<file path="src/rtl/convolution_controller_if.sv">
// Pixel handshake, FIFO control and status bundle for convolution_controller.
// master = controller side, slave = datapath / top-level side.
interface convolution_controller_if;
  logic start;
  logic in_valid;
  logic in_ready;
  logic get_1_pic_done;
  logic conv_done;
  logic ff_in_en;
  logic ff_in_pp;
  logic ff_out_en;
  logic ff_out_pp;
  logic out_ready;
  logic out_valid;
  logic busy;
  logic done;
  logic err;

  modport master (
    input  start, in_valid, get_1_pic_done, conv_done, out_ready,
    output in_ready, ff_in_en, ff_in_pp, ff_out_en, ff_out_pp, out_valid, busy, done, err
  );

  modport slave (
    output start, in_valid, get_1_pic_done, conv_done, out_ready,
    input  in_ready, ff_in_en, ff_in_pp, ff_out_en, ff_out_pp, out_valid, busy, done, err
  );
endinterface

</file>
<file path="src/rtl/convolution_controller.sv">
// LOAD/CONV/DRAIN sequencer for the convolution FIFO datapath, one image per start.
// Optional busy-cycle counter port cycle_count enabled by defining CONV_CYCLE_CNT_EN.
module convolution_controller #(
  parameter int unsigned IMG_W   = 28,
  parameter int unsigned IMG_H   = 28,
  parameter int unsigned K       = 3,
  parameter int unsigned WIN_LAT = 1
) (
  input  logic                     clk,
  input  logic                     reset,
  convolution_controller_if.master bus
`ifdef CONV_CYCLE_CNT_EN
  ,
  output logic [31:0]              cycle_count
`endif
);

  localparam int unsigned PixN = IMG_W * IMG_H;
  localparam int unsigned OutN = (IMG_W - K + 1) * (IMG_H - K + 1);
  localparam int unsigned CntW = $clog2(PixN + 1);

  localparam logic [CntW-1:0] PixMax  = CntW'(PixN);
  localparam logic [CntW-1:0] OutMax  = CntW'(OutN);
  localparam logic [CntW-1:0] ColLast = CntW'(IMG_W - 1);
  localparam logic [CntW-1:0] KEdge   = CntW'(K - 1);

  typedef enum logic [2:0] {StIdle, StLoad, StConv, StDrain, StDone} state_e;

  state_e            state_q, state_d;
  logic [CntW-1:0]   in_cnt_q, in_cnt_d;
  logic [CntW-1:0]   rd_cnt_q, rd_cnt_d;
  logic [CntW-1:0]   push_cnt_q, push_cnt_d;
  logic [CntW-1:0]   pop_cnt_q, pop_cnt_d;
  logic              err_q, err_d;
  logic              out_valid_q;

  logic [CntW-1:0]   row_q, col_q;
  logic [WIN_LAT-1:0] dv_q;
  logic [CntW-1:0]   drow_q [WIN_LAT];
  logic [CntW-1:0]   dcol_q [WIN_LAT];

  logic clear, pop_in, pop_out;
  logic in_ready, ff_in_en, ff_in_pp, ff_out_en, ff_out_pp;

  always_comb begin
    state_d    = state_q;
    in_cnt_d   = in_cnt_q;
    rd_cnt_d   = rd_cnt_q;
    push_cnt_d = push_cnt_q;
    pop_cnt_d  = pop_cnt_q;
    err_d      = err_q;
    clear      = 1'b0;
    pop_in     = 1'b0;
    pop_out    = 1'b0;
    in_ready   = 1'b0;
    ff_in_en   = 1'b0;
    ff_in_pp   = 1'b0;
    ff_out_en  = 1'b0;
    ff_out_pp  = 1'b0;

    unique case (state_q)
      StIdle: begin
        if (bus.start) begin
          state_d    = StLoad;
          clear      = 1'b1;
          err_d      = 1'b0;
          in_cnt_d   = '0;
          rd_cnt_d   = '0;
          push_cnt_d = '0;
          pop_cnt_d  = '0;
        end
      end
      StLoad: begin
        in_ready = 1'b1;
        if (bus.in_valid) begin
          ff_in_en = 1'b1;
          ff_in_pp = 1'b1;
          if (in_cnt_q < PixMax) in_cnt_d = in_cnt_q + 1'b1;
          // Last push and the move to CONV share one edge.
          if (in_cnt_d == PixMax) state_d = StConv;
        end
        if (bus.get_1_pic_done && (in_cnt_q < PixMax - 1'b1)) err_d = 1'b1;
      end
      StConv: begin
        if (rd_cnt_q < PixMax) begin
          pop_in   = 1'b1;
          ff_in_en = 1'b1;
          rd_cnt_d = rd_cnt_q + 1'b1;
        end
        // Only fully interior windows produce a result; edge and row-wrap windows are dropped.
        if (dv_q[WIN_LAT-1] && (drow_q[WIN_LAT-1] >= KEdge) && (dcol_q[WIN_LAT-1] >= KEdge)
            && (push_cnt_q < OutMax)) begin
          ff_out_en  = 1'b1;
          ff_out_pp  = 1'b1;
          push_cnt_d = push_cnt_q + 1'b1;
          if (push_cnt_d == OutMax) state_d = StDrain;
        end
        if (bus.conv_done) err_d = 1'b1;
      end
      StDrain: begin
        if (bus.out_ready && (pop_cnt_q < OutMax)) begin
          pop_out   = 1'b1;
          ff_out_en = 1'b1;
          pop_cnt_d = pop_cnt_q + 1'b1;
        end
        // Registered check leaves one cycle for the final out_valid before DONE.
        if (pop_cnt_q == OutMax) state_d = StDone;
      end
      StDone:  state_d = StIdle;
      default: state_d = StIdle;
    endcase
  end

  always_ff @(posedge clk or negedge reset) begin
    if (!reset) begin
      state_q     <= StIdle;
      in_cnt_q    <= '0;
      rd_cnt_q    <= '0;
      push_cnt_q  <= '0;
      pop_cnt_q   <= '0;
      err_q       <= 1'b0;
      out_valid_q <= 1'b0;
    end else begin
      state_q     <= state_d;
      in_cnt_q    <= in_cnt_d;
      rd_cnt_q    <= rd_cnt_d;
      push_cnt_q  <= push_cnt_d;
      pop_cnt_q   <= pop_cnt_d;
      err_q       <= err_d;
      out_valid_q <= pop_out;
    end
  end

  // Coordinates of the popped pixel, delayed to line up with the window position.
  always_ff @(posedge clk or negedge reset) begin
    if (!reset) begin
      row_q <= '0;
      col_q <= '0;
      dv_q  <= '0;
      for (int i = 0; i < WIN_LAT; i++) begin
        drow_q[i] <= '0;
        dcol_q[i] <= '0;
      end
    end else if (clear) begin
      row_q <= '0;
      col_q <= '0;
      dv_q  <= '0;
      for (int i = 0; i < WIN_LAT; i++) begin
        drow_q[i] <= '0;
        dcol_q[i] <= '0;
      end
    end else begin
      if (pop_in) begin
        if (col_q == ColLast) begin
          col_q <= '0;
          row_q <= row_q + 1'b1;
        end else begin
          col_q <= col_q + 1'b1;
        end
      end
      dv_q[0]   <= pop_in;
      drow_q[0] <= row_q;
      dcol_q[0] <= col_q;
      for (int i = 1; i < WIN_LAT; i++) begin
        dv_q[i]   <= dv_q[i-1];
        drow_q[i] <= drow_q[i-1];
        dcol_q[i] <= dcol_q[i-1];
      end
    end
  end

`ifdef CONV_CYCLE_CNT_EN
  logic [31:0] cyc_q;

  always_ff @(posedge clk or negedge reset) begin
    if (!reset) begin
      cyc_q <= '0;
    end else if ((state_q == StIdle) && bus.start) begin
      cyc_q <= '0;
    end else if ((state_q != StIdle) && (cyc_q != '1)) begin
      cyc_q <= cyc_q + 32'd1;
    end
  end

  assign cycle_count = cyc_q;
`endif

  assign bus.in_ready  = in_ready;
  assign bus.ff_in_en  = ff_in_en;
  assign bus.ff_in_pp  = ff_in_pp;
  assign bus.ff_out_en = ff_out_en;
  assign bus.ff_out_pp = ff_out_pp;
  assign bus.out_valid = out_valid_q;
  assign bus.busy      = (state_q != StIdle);
  assign bus.done      = (state_q == StDone);
  assign bus.err       = err_q;

endmodule

</file>
<file path="src/flat_wrapper.sv">
// flat-port wrapper written by rule: the top's interface ports become plain ports
module convolution_controller_flat 
#(
  parameter int unsigned IMG_W   = 28,
  parameter int unsigned IMG_H   = 28,
  parameter int unsigned K       = 3,
  parameter int unsigned WIN_LAT = 1
)
  (clk, reset, bus_start, bus_in_valid, bus_get_1_pic_done, bus_conv_done, bus_out_ready, bus_in_ready, bus_ff_in_en, bus_ff_in_pp, bus_ff_out_en, bus_ff_out_pp, bus_out_valid, bus_busy, bus_done, bus_err);
  convolution_controller_if bus_i ();
  input  logic clk;
  input  logic reset;
  input wire logic [$bits(bus_i.start)-1:0] bus_start;
  input wire logic [$bits(bus_i.in_valid)-1:0] bus_in_valid;
  input wire logic [$bits(bus_i.get_1_pic_done)-1:0] bus_get_1_pic_done;
  input wire logic [$bits(bus_i.conv_done)-1:0] bus_conv_done;
  input wire logic [$bits(bus_i.out_ready)-1:0] bus_out_ready;
  output wire logic [$bits(bus_i.in_ready)-1:0] bus_in_ready;
  output wire logic [$bits(bus_i.ff_in_en)-1:0] bus_ff_in_en;
  output wire logic [$bits(bus_i.ff_in_pp)-1:0] bus_ff_in_pp;
  output wire logic [$bits(bus_i.ff_out_en)-1:0] bus_ff_out_en;
  output wire logic [$bits(bus_i.ff_out_pp)-1:0] bus_ff_out_pp;
  output wire logic [$bits(bus_i.out_valid)-1:0] bus_out_valid;
  output wire logic [$bits(bus_i.busy)-1:0] bus_busy;
  output wire logic [$bits(bus_i.done)-1:0] bus_done;
  output wire logic [$bits(bus_i.err)-1:0] bus_err;
  assign bus_i.start = bus_start;
  assign bus_i.in_valid = bus_in_valid;
  assign bus_i.get_1_pic_done = bus_get_1_pic_done;
  assign bus_i.conv_done = bus_conv_done;
  assign bus_i.out_ready = bus_out_ready;
  assign bus_in_ready = bus_i.in_ready;
  assign bus_ff_in_en = bus_i.ff_in_en;
  assign bus_ff_in_pp = bus_i.ff_in_pp;
  assign bus_ff_out_en = bus_i.ff_out_en;
  assign bus_ff_out_pp = bus_i.ff_out_pp;
  assign bus_out_valid = bus_i.out_valid;
  assign bus_busy = bus_i.busy;
  assign bus_done = bus_i.done;
  assign bus_err = bus_i.err;
  convolution_controller #(.IMG_W(IMG_W), .IMG_H(IMG_H), .K(K), .WIN_LAT(WIN_LAT)) u_core (.clk(clk), .reset(reset), .bus(bus_i));
endmodule
</file>
<file path="config.mk">
export PLATFORM = sky130hd
export DESIGN_NAME = convolution_controller_flat
export DESIGN_NICKNAME = d
export VERILOG_FILES = /design/src/rtl/convolution_controller_if.sv /design/src/rtl/convolution_controller.sv /design/src/flat_wrapper.sv
export SDC_FILE = /design/constraint.sdc
export NUM_CORES = 1
export LEC_CHECK = 0
export ABC_AREA = 1
export ABC_CLOCK_PERIOD_IN_PS = 2200
export CORE_MARGIN = 2
export CORE_UTILIZATION = 55
export DETAILED_ROUTE_END_ITERATION = 10
export GPL_ROUTABILITY_DRIVEN = 0
export PLACE_DENSITY = 0.81
export SLEW_MARGIN = 20
export SYNTH_ARGS = -nofsm -noshare
export SYNTH_HDL_FRONTEND = slang
export SYNTH_SLANG_ARGS = --single-unit
</file>
<file path="constraint.sdc">
create_clock -name clk -period 2.2 [get_ports clk]
set_input_delay 0.66 -clock clk [delete_from_list [all_inputs] [get_ports clk]]
set_output_delay 0.66 -clock clk [all_outputs]
set_load 0.05 [all_outputs]
</file>
Word level (Yosys, flattened, before mapping)
Index checks and enable logic that the tools add are counted.
{"block": "totals", "in_bits": 7, "regBits": 86, "word_cells": 108}
{"block": "classes", "add_sub_neg": 6, "n_eq_ne": 18, "n_reduce_logical": 20, "mux": 45, "magnitude_cmp": 7}
{"op": "two-way mux 10 bit", "count": 16}
{"op": "case mux 10 bit (2 select lines)", "count": 4}
{"op": "adder 10 x 1 -> 10 bit, second input constant", "count": 6}
{"op": "< comparator 10 bit, second input constant", "count": 5}
{"op": "equality test 10 bit, second input constant", "count": 3}
{"op": ">= comparator 10 x 2 -> 1 bit, second input constant", "count": 2}
{"op": "two-way mux 3 bit", "count": 6}
{"op": "two-way mux 1 bit", "count": 15}
{"op": "!= test 2 x 1 -> 1 bit, second input constant", "count": 7}
{"op": "case mux 3 bit (4 select lines)", "count": 1}
{"op": "AND reduction 3 bit", "count": 4}
{"op": "equality test 10 x 5 -> 1 bit, second input constant", "count": 1}
{"op": "nonzero test 2 bit", "count": 5}
{"op": "equality test 3 x 2 -> 1 bit, second input constant", "count": 2}
{"op": "!= test 2 bit, second input constant", "count": 3}
{"op": "AND reduction 6 bit", "count": 1}
{"op": "nonzero test 3 bit", "count": 2}
{"op": "logical AND 1 bit", "count": 5}
{"op": "case mux 1 bit (2 select lines)", "count": 2}
{"op": "AND reduction 4 bit", "count": 1}
{"op": "equality test 3 x 1 -> 1 bit, second input constant", "count": 1}
{"op": "equality test 3 bit, second input constant", "count": 1}
{"op": "zero test 3 bit", "count": 1}
{"op": "case mux 1 bit (3 select lines)", "count": 1}
{"op": "AND reduction 2 bit", "count": 1}

Longest topological paths before layout
{"block": "logic_depth", "depth_word": 8, "ltp_mapped": 14, "ltp_nobuf": 14}

Least setup slack after synthesis
No wires, ideal clock.
{"block": "synth_path", "path_type": "register to output", "start": "register u_core.state_q[0]", "end": "output port bus_ff_in_en", "arrival_time_ps": 1908, "stages_incl_launch_ff": 7, "path_buffers": 0, "slack_ps": -368, "cell_sequence": "dfrtp_1 inv_2 nor2_4 inv_2 nor2_4 inv_2 nand2_1"}
{"block": "synth_between", "elab_chain_cells": 2, "word_cells_on_any_way": 3}
{"element": "from (decl)", "line_no": "convolution_controller.sv:29", "rtl": "state_e state_q, state_d;"}
{"element": "from (signal assigned)", "line_no": "convolution_controller.sv:116", "rtl": "state_q <= StIdle;"}
{"element": "from (signal assigned)", "line_no": "convolution_controller.sv:124", "rtl": "state_q <= state_d;"}
{"element": "equality test 3 x 2 -> 1 bit / equality test 3 x 1 -> 1 bit (equally long branches)", "line_no": "convolution_controller.sv:61", "rtl": "unique case (state_q)"}
{"element": "case mux 1 bit (2 select lines) (*)", "line_no": "convolution_controller.sv:61"}
{"element": "to (decl)", "line_no": "flat_wrapper.sv:19", "rtl": "output wire logic [$bits(bus_i.ff_in_en)-1:0] bus_ff_in_en;"}
Mark *: on every way between the ends. The rest lies on a longest branch, timed or not.

Final worst setup path
{"block": "layout_path", "start": "register u_core.pop_cnt_q[3]", "end": "output port bus_ff_out_en"}
{"block": "layout_between", "elab_chain_cells": 4}
{"element": "from (decl)", "line_no": "convolution_controller.sv:33", "rtl": "logic [CntW-1:0] pop_cnt_q, pop_cnt_d;"}
{"element": "from (signal assigned)", "line_no": "convolution_controller.sv:128", "rtl": "pop_cnt_q <= pop_cnt_d;"}
{"element": "< comparator 10 bit", "line_no": "convolution_controller.sv:101", "rtl": "if (bus.out_ready && (pop_cnt_q < OutMax)) begin"}
{"element": "logical AND 1 bit", "line_no": "convolution_controller.sv:101"}
{"element": "two-way mux 1 bit", "line_no": "convolution_controller.sv:101"}
{"element": "case mux 1 bit (2 select lines)", "line_no": "convolution_controller.sv:61"}
{"element": "to (decl)", "line_no": "flat_wrapper.sv:21", "rtl": "output wire logic [$bits(bus_i.ff_out_en)-1:0] bus_ff_out_en;"}
No other way between the ends.

==> run metrics <==
Ports=16; WL final=9910 um; RSZ-0062 raised after global routing=yes; root buffer cell=clkbuf_8; Vias/cell=5.40; layout cells sized above 1=0.175; Max Slew Vio Count=0; Pleak=2.78 nW; initial antenna violation count=0; DRC Markers=0; area growth from synthesis to layout=17.7%; routed len/inst=12.9 um; DRT iter0 DRCs=206; Seq cells post-synth=84; outcome=finished, violations left; IR drop worst, VDD=0.000539 V; max_cap viols=0; top-count cell post-synth=nand2_1; H-tree levels=3; Final Setup Violations=5; DRT Pass-1 Iters=5; post-synthesis sequential area ratio=0.442; area leader, netlist=dfrtp_1; min-delay worst type=input port to asynchronous set/reset pin; Synth Flop Type=dfrtp_1; Yosys Warn Count=0; Crit Path Class=register to output pin; Reg2Reg Launch Point=u_core.in_cnt_q[4]; list of most frequent post-synthesis cells=nand2_1, dfrtp_1, inv_1; failing checks=setup timing; Post-DRT Antenna Nets=0; Die W=97 um; Post-Syn Area=0.00476 mm2; Syn Nets=623; CP Max Fanout=4; total power=5.13 mW; worst r2r path cells=14; Clk pin slew, worst setup/hold paths=0.08 ns; placed wire-length estimate=6820 um; setup TNS=-0.162 ns; CTS sink cnt=84; Starting Density=0.573; number of port buffers=15; fin nets=672; area share of the largest cell type after synthesis=0.442; final period utilization=1.04; Synth Area per Inst=7.81 um2; GR Util All Layers=0.221; number of global-route vias before repair=4077; RR Endpoint=u_core.state_q[0]; CTS max path bufs=2; Synth async-reset ratio=1.00; pwr dens=915 mW/mm2; worst slew pin tran=0.520 ns; final hold vios=0; final setup margin=-0.0838 ns; TritonCTS clock tree=done; pre-CTS setup slack=-0.154 ns; Max-slew headroom=0.653; Startpoint Class=register; Core Util, Final=0.675; Die ar.=0.00941 mm2; largest net degree at the start of global routing=42; total core area=0.00830 mm2; die height=97 um; clk_lat worst skew=0.35 ns; Max Fclk=438 MHz; synth unique cells=42; fillcell total=626; Final Skew=0.00903 ns; Design Area, Final=0.00560 mm2; Rows=33; clock period minus worst slack=2.28 ns; # diodes=0; CP Data Arrival Time=1.62 ns; placed instance area=0.00518 mm2; detailed-route via count=4138; R2R setup slack=0.33 ns; Inserted Clock Buffers=9; Overflow after GRT=0; largest cells by area after synthesis=dfrtp_1, nand2_1, inv_1, nand3_1, nor2_1; CTS hold repair buffers=0; first-pass GRT wire length=17400 um; crit end category=output pin; Post-Syn Instances=609; Post-synth EDFFs=0; WP data required=1.54 ns
stage by stage:
stage,cells,hold WS [ns]
after floorplan,609,0.364
after global placement,732,0.452
after detailed placement,732,0.453
after CTS,761,0.290
after global routing,767,0.308
final,767,0.277
worst max path at each step:
stage,from,endpoint,slack [ns],cells past startpoint
3_3_place_gp,bus_out_ready,bus_ff_out_en,-0.15,5
2_1_floorplan,u_core.state_q[1],bus_ff_in_en,-0.14,7
6_report,u_core.pop_cnt_q[3],bus_ff_out_en,-0.08,7
3_5_place_dp,bus_out_ready,bus_ff_out_en,-0.15,5
5_1_grt,u_core.pop_cnt_q[6],bus_ff_out_en,-0.19,8
4_1_cts,u_core.push_cnt_q[2],bus_ff_out_en,-0.08,10
sequential cells by signal, summed over array words and instances, names as in the netlist, 3 cells and up:
signal and flops:
u_core.in_cnt_q 10, u_core.row_q 10, u_core.state_q 3, u_core.rd_cnt_q 10
u_core.push_cnt_q 10, u_core.col_q 10, u_core.dcol_q 9, u_core.drow_q 9
u_core.pop_cnt_q 10
power by group:
group | internal [mW] | switching, mW
logic | 0.750 | 1.32
clock network | 0.665 | 0.529
registers | 1.70 | 0.155
total | 3.12 | 2.01
cell usage in the layout, fill, tap and decap left out, drive strengths merged, types with 3 or more instances in the layout:
cell | netlist | final
nor3b | 3 | 3
nand4 | 8 | 8
clkinv | 1 | 3
clkdlybuf4s50 | 0 | 4
a21oi | 17 | 17
o21ai | 27 | 27
nand3 | 50 | 50
xor2 | 15 | 15
nor3 | 26 | 26
o31ai | 11 | 11
nand2 | 165 | 165
nor2 | 71 | 71
buf | 12 | 45
dfrtp | 84 | 84
inv | 92 | 92
o22ai | 6 | 6
ha | 7 | 7
clkbuf | 2 | 11
xnor2 | 3 | 3
final cells by class:
cell class	count	area, um2	share of cell area
clock buffers	11	141	0.0252
clock inverters	4	73.8	0.0132
inverters	93	367	0.0655
multi-input cells	418	2250	0.403
flip-flops and latches	84	2100	0.376
well taps	105	131	0.0235
repair buffers	52	528	0.0943
routing by layer:
| layer | vias to the layer above | wire [um] | track usage |
|---|---|---|---|
| met2 | 108 | 5030 | 0.385 |
| met5 | - | 0 | 0 |
| met3 | 22 | 496 | 0.0455 |
| met1 | 1958 | 4180 | 0.271 |
| met4 | 0 | 205 | 0.0823 |
| li1 | 2050 | - | - |
critical path: stages, from the launching register on:
cell and delay, ns:
dfrtp_1 0.40, inv_2 0.10, nand2_1 0.08, o21a_1 0.18, nor3b_2 0.19, nand2_2 0.10, nand2_2 0.10, buf_12 0.13
what timing repair did:
action | 4_1_cts | 5_1_grt
setup buffers | 14 | 6
endpoints found under the setup margin | 4 | 5
resized for setup | 17 | 6
pin swaps | 7 | 5
cells by family after synthesis:
kind of cell	count (synthesis)	synth area share
adder cells (fa/ha/maj)	7	0.0184
AO/OA/AOI/OAI	70	0.0934
flip-flops	84	0.442
XOR/XNOR	18	0.0331
AND/OR/NAND/NOR	323	0.318
buffers and inverters	107	0.0955
(Power assumes the default switching activity.)
